File: config.mk
export PLATFORM = sky130hd
export DESIGN_NAME = match_req_issuer
export DESIGN_NICKNAME = d
export VERILOG_FILES = /design/src/rtl/match_req_issuer.sv
export SDC_FILE = /design/constraint.sdc
export NUM_CORES = 1
export LEC_CHECK = 0
export BUFFER_PORTS_ARGS = -buffer_cell sky130_fd_sc_hd__buf_4
export CAP_MARGIN = 20
export CORE_MARGIN = 4
export CORE_UTILIZATION = 60
export CTS_CLUSTER_DIAMETER = 50
export CTS_CLUSTER_SIZE = 8
export DETAILED_ROUTE_END_ITERATION = 12
export PLACE_DENSITY = 0.8
export SYNTH_ARGS = -nofsm -noshare
export SYNTH_HDL_FRONTEND = slang
export SYNTH_SLANG_ARGS = --single-unit
File: constraint.sdc
create_clock -name clk -period 8 [get_ports clk]
set_clock_uncertainty 0.1 [all_clocks]
set_input_delay 1.6 -clock clk [delete_from_list [all_inputs] [get_ports clk]]
set_output_delay 1.6 -clock clk [all_outputs]
set_load 0.005 [all_outputs]
File: src/rtl/match_req_issuer.sv
// Issues match requests for hashed candidates, tracks them in a reorder buffer,
// and retires match results strictly in allocation order.
`ifndef ADDR_WIDTH
`define ADDR_WIDTH 16
`endif
`ifndef NUM_JOB_PE_LOG2
`define NUM_JOB_PE_LOG2 2
`endif
`ifndef MAX_MATCH_LEN_LOG2
`define MAX_MATCH_LEN_LOG2 8
`endif

module match_req_issuer #(
  parameter int JOB_PE_IDX = 0,
  parameter int ROB_DEPTH  = 8
) (
  input  logic                            clk,
  input  logic                            rst,
  input  logic                            i_cand_valid,
  output logic                            o_cand_ready,
  input  logic [`ADDR_WIDTH-1:0]          i_cand_head_addr,
  input  logic [`ADDR_WIDTH-1:0]          i_cand_history_addr,
  output logic                            o_match_req_valid,
  input  logic                            i_match_req_ready,
  output logic [`NUM_JOB_PE_LOG2-1:0]     o_match_req_job_pe_id,
  output logic [7:0]                      o_match_req_tag,
  output logic [`ADDR_WIDTH-1:0]          o_match_req_head_addr,
  output logic [`ADDR_WIDTH-1:0]          o_match_req_history_addr,
  input  logic                            i_match_resp_valid,
  output logic                            o_match_resp_ready,
  input  logic [`NUM_JOB_PE_LOG2-1:0]     i_match_resp_job_pe_id,
  input  logic [7:0]                      i_match_resp_tag,
  input  logic [`MAX_MATCH_LEN_LOG2:0]    i_match_resp_match_len,
  output logic                            o_result_valid,
  input  logic                            i_result_ready,
  output logic [`ADDR_WIDTH-1:0]          o_result_head_addr,
  output logic [`ADDR_WIDTH-1:0]          o_result_history_addr,
  output logic [`MAX_MATCH_LEN_LOG2:0]    o_result_match_len,
  output logic [$clog2(ROB_DEPTH):0]      o_outstanding,
  output logic                            o_err
);

  localparam int IW = $clog2(ROB_DEPTH);
  localparam int PW = IW + 1;
  localparam int AW = `ADDR_WIDTH;
  localparam int JW = `NUM_JOB_PE_LOG2;
  localparam int LW = `MAX_MATCH_LEN_LOG2 + 1;

  logic [PW-1:0] alloc_ptr, issue_ptr, retire_ptr;
  logic [AW-1:0] head_mem [ROB_DEPTH];
  logic [AW-1:0] hist_mem [ROB_DEPTH];
  logic [LW-1:0] len_mem  [ROB_DEPTH];
  logic [ROB_DEPTH-1:0] done_q, done_next;
  logic err_q;

  logic [IW-1:0] alloc_idx, issue_idx, retire_idx, resp_idx;
  logic [PW-1:0] used, in_flight, resp_off;
  logic full, cand_fire, req_fire, resp_fire, res_fire;
  logic resp_ok, tag_in_range;

  assign alloc_idx  = alloc_ptr[IW-1:0];
  assign issue_idx  = issue_ptr[IW-1:0];
  assign retire_idx = retire_ptr[IW-1:0];
  assign resp_idx   = i_match_resp_tag[IW-1:0];

  assign used      = alloc_ptr - retire_ptr;
  assign in_flight = issue_ptr - retire_ptr;
  assign full      = (used == PW'(ROB_DEPTH));

  assign o_cand_ready       = !rst && !full;
  assign o_match_req_valid  = !rst && (issue_ptr != alloc_ptr);
  assign o_match_resp_ready = !rst;
  assign o_result_valid     = !rst && (retire_ptr != issue_ptr) && done_q[retire_idx];
  assign o_outstanding      = rst ? '0 : used;
  assign o_err              = err_q;

  assign o_match_req_job_pe_id    = JW'(JOB_PE_IDX);
  assign o_match_req_tag          = 8'(issue_idx);
  assign o_match_req_head_addr    = head_mem[issue_idx];
  assign o_match_req_history_addr = hist_mem[issue_idx];
  assign o_result_head_addr       = head_mem[retire_idx];
  assign o_result_history_addr    = hist_mem[retire_idx];
  assign o_result_match_len       = len_mem[retire_idx];

  assign cand_fire = i_cand_valid && o_cand_ready;
  assign req_fire  = o_match_req_valid && i_match_req_ready;
  assign resp_fire = i_match_resp_valid && o_match_resp_ready;
  assign res_fire  = o_result_valid && i_result_ready;

  // Tag bits above the index must be zero; distance from retire must be below issue.
  assign resp_off     = {1'b0, resp_idx - retire_idx};
  assign tag_in_range = (i_match_resp_tag == 8'(resp_idx)) && (resp_off < in_flight);
  assign resp_ok      = (i_match_resp_job_pe_id == JW'(JOB_PE_IDX)) && tag_in_range
                        && !done_q[resp_idx];

  // Alloc clear applied last so it wins on a reused index.
  always_comb begin
    done_next = done_q;
    if (res_fire)             done_next[retire_idx] = 1'b0;
    if (resp_fire && resp_ok) done_next[resp_idx]   = 1'b1;
    if (cand_fire)            done_next[alloc_idx]  = 1'b0;
  end

  always_ff @(posedge clk) begin
    if (rst) begin
      alloc_ptr  <= '0;
      issue_ptr  <= '0;
      retire_ptr <= '0;
      done_q     <= '0;
      err_q      <= 1'b0;
    end else begin
      if (cand_fire) alloc_ptr  <= alloc_ptr + 1'b1;
      if (req_fire)  issue_ptr  <= issue_ptr + 1'b1;
      if (res_fire)  retire_ptr <= retire_ptr + 1'b1;
      if (resp_fire && !resp_ok) err_q <= 1'b1;
      done_q <= done_next;
    end
  end

  always_ff @(posedge clk) begin
    if (cand_fire) begin
      head_mem[alloc_idx] <= i_cand_head_addr;
      hist_mem[alloc_idx] <= i_cand_history_addr;
    end
    if (resp_fire && resp_ok) len_mem[resp_idx] <= i_match_resp_match_len;
  end

endmodule

* Word-level counts from Yosys, hierarchy flattened
Memories as Yosys holds them, arrays and structs flattened. A register that Yosys moved wholly into a read port is not among the register bits.
Cells that the tools add are included.
W data, S select, Z words.
** Word-level totals
- Register bits :: 21
- Memory bits (writable) :: 328
- Bits of input ports :: 57
- Output and inout bits :: 92
- Memories :: 3
** Memories
- head_mem :: depth 8, width 16, read ports 2, clocked after Yosys merged registers in 2, wr ports 1, line 50 : logic [AW-1:0] head_mem [ROB_DEPTH];
- hist_mem :: depth 8, width 16, read ports 2, clocked after Yosys merged registers in 2, wr ports 1, line 51 : logic [AW-1:0] hist_mem [ROB_DEPTH];
- len_mem :: depth 8, width 9, read ports 1, clocked after Yosys merged registers in 1, wr ports 1, line 52 : logic [LW-1:0] len_mem [ROB_DEPTH];
** Cells by class
- $add $sub $neg :: 6
- $lt $le $gt $ge :: 7
- Equality and inequality tests :: 3
- Muxes and demuxes :: 28
- Bitwise logic cells :: 5
- Reductions and logical operators :: 22
** Operators by type and width (count)
- $mux W3 :: 10
- $mux W8 :: 3
- $and A8 B8 Y8 :: 2
- $logic_and A1 B1 Y1 :: 16
- $not A8 Y8 :: 2
- $add A4 B1 Y4 const B :: 3
- $lt A3 B4 Y1 const B :: 3
- $demux W1 S3 :: 3
- $ge A3 B1 Y1 const B :: 3
- $mux W1 :: 9
- $ne A4 B4 Y1 :: 2
- $or A8 B8 Y8 :: 1
- $sub A4 B4 Y4 :: 2
- $bmux W1 S3 :: 2
- $logic_not A5 Y1 :: 1
- $eq A4 B4 Y1 const B :: 1
- $logic_not A1 Y1 :: 4
- $lt A3 B4 Y1 :: 1
- $mux W4 :: 1
- $sub A3 B3 Y3 :: 1
- $logic_not A2 Y1 :: 1

* Longest topological paths before layout
- Word-level depth :: 11
- Gate-level depth with buffers :: 11
- Depth with buffers taken out :: 11

* Least setup slack after synthesis
Ideal clock, no wire load.
- Path kind :: reg2reg
- From :: register retire_ptr[1]
- To :: memory head_mem[2][0] in the netlist's numbering (enable)
- Setup time :: 0.520 ns
- Arrival :: 5.645 ns
- Required time :: 7.380 ns
- Path slack :: 1.734 ns
- Cell stages (with the launch flop) :: 9
- Path through :: dfxtp_1 clkbuf_1 inv_1 ha_1 nor2b_1 o21a_1 or3_1 a311oi_1 nor4b_1
** Between the ends
- Word-level cells in the longest chain between the ends :: 7
** Ends and longest elaborated chain
- start, declared :: line 49 : logic [PW-1:0] alloc_ptr, issue_ptr, retire_ptr;
- start signal, assigned :: line 114 : if (res_fire) retire_ptr <= retire_ptr + 1'b1;
- $sub A4 B4 Y4 :: line 66 : assign used = alloc_ptr - retire_ptr;
- $eq A4 B4 Y1 :: line 68 : assign full = (used == PW'(ROB_DEPTH));
- $logic_not A1 Y1 :: line 70 : assign o_cand_ready = !rst && !full;
- $logic_and A1 B1 Y1 :: line 70
- $logic_and A1 B1 Y1 :: line 85 : assign cand_fire = i_cand_valid && o_cand_ready;
- $mux W1 :: line 121 : if (cand_fire) begin
- $mux W1 (not written as such) :: line 122 : head_mem[alloc_idx] <= i_cand_head_addr;
- end, declared :: line 50
Every way passes these cells.

==> results.txt <==
The flow ran to the end, and the final reports show no timing, DRC or antenna violations. The endpoint identified for the worst register-to-register timing path is head_mem[6][4]$_DFFE_PP_. The mapped cell area is 16000 um2. Averaged over all synthesized cells, the footprint is 19.9 um2. The relative area change from synthesis to final layout was 17.5%.

The run gives 0 as the count of hold-fix buffers inserted at cts. The tools report the headroom to the max-slew limit as 28.9%. The die is 171 um wide.

The routability congestion estimate from global placement came out at 0.871. The peak supply drop is 0.158 mV, and the slack of the worst reg-to-reg path is 3.89 ns. For hold timing, the worst endpoint is o_err$_SDFFE_PP0P_. The number of buffers inserted by port buffering came out at 141. Combinational logic burns 6.6% of the power. The synthesized netlist contains 43 unique library cells.

The fraction of the yosys area taken by sequential cells is 65.1%. The tree is rooted in a clkbuf_16. Post-CTS setup-driven buffer insertion count: 0. The floorplan has 59 rows. The count of clock tree sinks came out at 355. For the number of resized instances in the post-cts repair step, the log shows 0. Summing over every cut layer, the via total after detailed routing is 8405. The number of nets in the layout came out at 1025. The final critical path time including I/O delays and setup was 4.82 ns. For the sequential cell fraction of total power, the log shows 49.3%. In the post-synthesis netlist, the cell with the most instances is edfxtp_1. Worst path arrival time: 3.12 ns. The run gives 0 as the number of antenna cells inserted. The worst hold path passes through 2 cells. The type of the setup path with the least slack was register to output pin. At the pin with the least slew margin, the transition time is 1.07 ns. STA classifies the critical path startpoint as a register. Of the post-synthesis cell area, the dominant cell type holds 61.7%.

Prior to clock tree synthesis, the placed netlist has a worst setup slack of 3.08 ns. The number of flops mapped to enable cells by yosys is 328. TritonCTS created 50 clock buffers. The max-slew violation total from the final report is 0, and the average via count per standard cell is 6.41.

The overall routing resource usage is 23.7%, and the proportion of register bits with asynchronous set or reset after synthesis is 0%. The longest clock path from root to sink contains 3 buffers. The worst hold path belongs to the class register to register. Pin placement for this block handled 149 I/O pins. Wires add up to 34.0 mm. The logs give 0 for the final setup violation count and 1 for the initial antenna violation count.

TritonCTS built the clock tree. Of all nets on the critical path, the largest fanout is 36. For the via count of the first global-routing pass, the log shows 8833. Together, buffers and inverters on the worst path number 2. The clock transition time at the flip-flop clock pins of the worst setup and hold paths works out to 0.05 ns. Setup repair after global routing left no endpoint under its margin.

Detailed placement ended at an HPWL of 19.9 mm. For the internal power consumption, the log shows 3.37 mW. The tools report the beginning of the worst hold path as o_err$_SDFFE_PP0P_. For the number of endpoints with negative hold slack in the final report, the log shows 0. Summed over all cells, the static leakage comes to 6.12 nW. The run gives 6.30 ns as the data required time of the critical path. The logs give 26100 um2 for the core footprint and 792 for the detailed router's first-iteration violation count.

Dividing the detail-routed wire length by the instance count gives 26.0 um. The highest attainable clock frequency was 207 MHz; the final worst-path setup slack was 3.18 ns. In this run the power spent charging and discharging nets is 0.851 mW.

The origin of the critical flop-to-flop path was retire_ptr[1]$_SDFFE_PP0N_. The fraction of layout instances using a drive strength above 1 is 46.5%. The biggest cell delay along the critical path is 0.75 ns, and the final global-route overflow total is 0.

Wire length of the first global-routing pass: 52.0 mm. Of all cell types, the one taking the most synthesized area is edfxtp_1. The sum of negative setup slack was 0 ns; the ratio of total power to cell area was 225 nW/um2. For the clock network power share, the log shows 44.2%. The run gives 0 as the max capacitance violation total.

Entering global routing, the biggest net connects 73 pins. The starting utilization of the core area was 61.1%; the final cell count without fillers was 1311. The first detailed-routing pass ran for 5 iterations. For the worst flop-to-flop path, the logic depth is 9. The fraction of power spent switching nets was 20.2%; the cell count after synthesis was 801. In this run the remaining antenna-violating nets after routing total 0. The clock reaches the later pin of the worst-skew pair after 0.54 ns.

The tools report the deepest level of the CTS H-tree as 2. The critical path goes through buf_4 -> mux4_2 -> mux2_2 -> buf_4. In this run, placement finished with an instance count of 1233.

The capturing element type of the critical path was an output pin. Sorting the synthesized cells by area gives the leading types as edfxtp_1 (62%), mux4_2 (21%), mux2_2 (5.1%). Share of the clock period used by the worst path after layout: 60.3%. The die footprint was 29300 um2; the remaining routing DRC violations was 0. On the critical path the largest part of the delay comes from multiplexers.

The run gives 0 as the number of warning messages in the yosys log. For this design, the slowest cell found on the critical path is dfxtp_4. Die span in y: 171 um. The leading register cell type out of synthesis was edfxtp_1. Counting flops and latches in the post-synthesis netlist gives 355. By count the netlist is led by edfxtp_1 (328), mux4_2 (148), mux2_2 (73), clkbuf_1 (33), dfxtp_1 (27).

Among the stages of the critical path, the cell type that occurs most often is buf_4.
[registers in the layout, summed over array words and instances, names as in the netlist, named ones only]
register and cells:
issue_ptr 4, retire_ptr 4, o_err 1, alloc_ptr 4, len_mem 72, done_q 8
hist_mem 128, head_mem 128
[logic make-up (layout without fill, tap and decap cells)]
| logic type | Yosys count | in the layout | synth area share [%] |
|---|---|---|---|
| fa+ha+maj | 15 | 15 | 1.32 |
| flops | 355 | 355 | 65.1 |
| mux | 226 | 226 | 26.3 |
| buf+inv | 82 | 251 | 2.19 |
| other cells | 1 | 7 | 0.0235 |
| simple gates | 69 | 69 | 2.38 |
| compound gates | 36 | 36 | 1.76 |
| xor+xnor | 17 | 17 | 0.932 |
[power groups by stage]
stage          registers, mW  clock network [mW]  logic (mW)
3_5_place_dp            2.11                   0       0.279
5_1_grt                 2.08                1.98       0.302
4_1_cts                 2.08                1.89       0.282
3_3_place_gp            2.11                   0       0.274
2_1_floorplan           2.10                   0       0.161
6_report                2.08                1.86       0.278
[cell usage in the layout, fill, tap and decap left out, types with 5 or more instances in the layout]
cell / netlist / layout
edfxtp_1: 328 / 328
buf_4: 10 / 152
mux4_2: 148 / 148
mux2_2: 73 / 73
clkbuf_16: 0 / 51
inv_1: 21 / 21
nand2_1: 21 / 21
dfxtp_1: 27 / 21
clkbuf_1: 33 / 20
nor2_1: 15 / 15
xnor2_1: 14 / 14
ha_1: 12 / 12
o21ai_0: 9 / 9
or4_1: 8 / 8
a211oi_2: 8 / 8
conb_1: 1 / 7
mux2i_1: 5 / 5
[metal layers]
layer  track usage, %  part of all wire (%)  up-vias
li1                 -                     -     3635
met1             32.6                    40     4378
met2             40.3                    52      328
met3             4.62                   6.8       62
met4             5.58                   1.9        2
met5                0                 0.038        -
[metrics by stage]
stage | power (mW) | instance area, um2 | hold slack, ns | utilization [%]
5_1_grt | 4.37 | 18800 | 0.410 | 71.8
2_1_floorplan | 2.26 | 16000 | 0.360 | -
3_3_place_gp | 2.39 | 17300 | 0.364 | 66.3
4_1_cts | 4.26 | 18700 | 0.383 | 71.6
6_report | 4.22 | 18800 | 0.387 | 71.8
3_5_place_dp | 2.39 | 17300 | 0.372 | 66.3
[how the worst max path moves through the flow]
| stage | startpoint | to | slack (ns) | depth (start not counted) |
|---|---|---|---|---|
| after floorplan | retire_ptr[1]$_SDFFE_PP0N_ | head_mem[2][0]$_DFFE_PP_ | 1.73 | 8 |
| after global placement | i_match_resp_tag[0] | len_mem[0][6]$_DFFE_PP_ | 3.27 | 11 |
| after detailed placement | retire_ptr[1]$_SDFFE_PP0N_ | hist_mem[3][8]$_DFFE_PP_ | 3.08 | 8 |
| after CTS | register | o_result_history_addr[4] | 2.85 | 4 |
| after global routing | register | o_match_req_history_addr[4] | 2.93 | 4 |
| final | register | o_match_req_history_addr[4] | 3.18 | 4 |
[worst min-delay path, cell delays in order (launching register included)]
cell	delay, ns
dfxtp_1	0.32
a21oi_1	0.04
nor2_1	0.08
[cell type report]
cell class,instances,area (um2)
clock buffer,72,1370
tap,335,419
sequential,355,10400
inverter,21,78.8
clock inverter,3,36.3
fill,1555,7370
multi-input combinational,370,5280
timing repair buffer,155,1180
(Power assumes the default switching activity.)
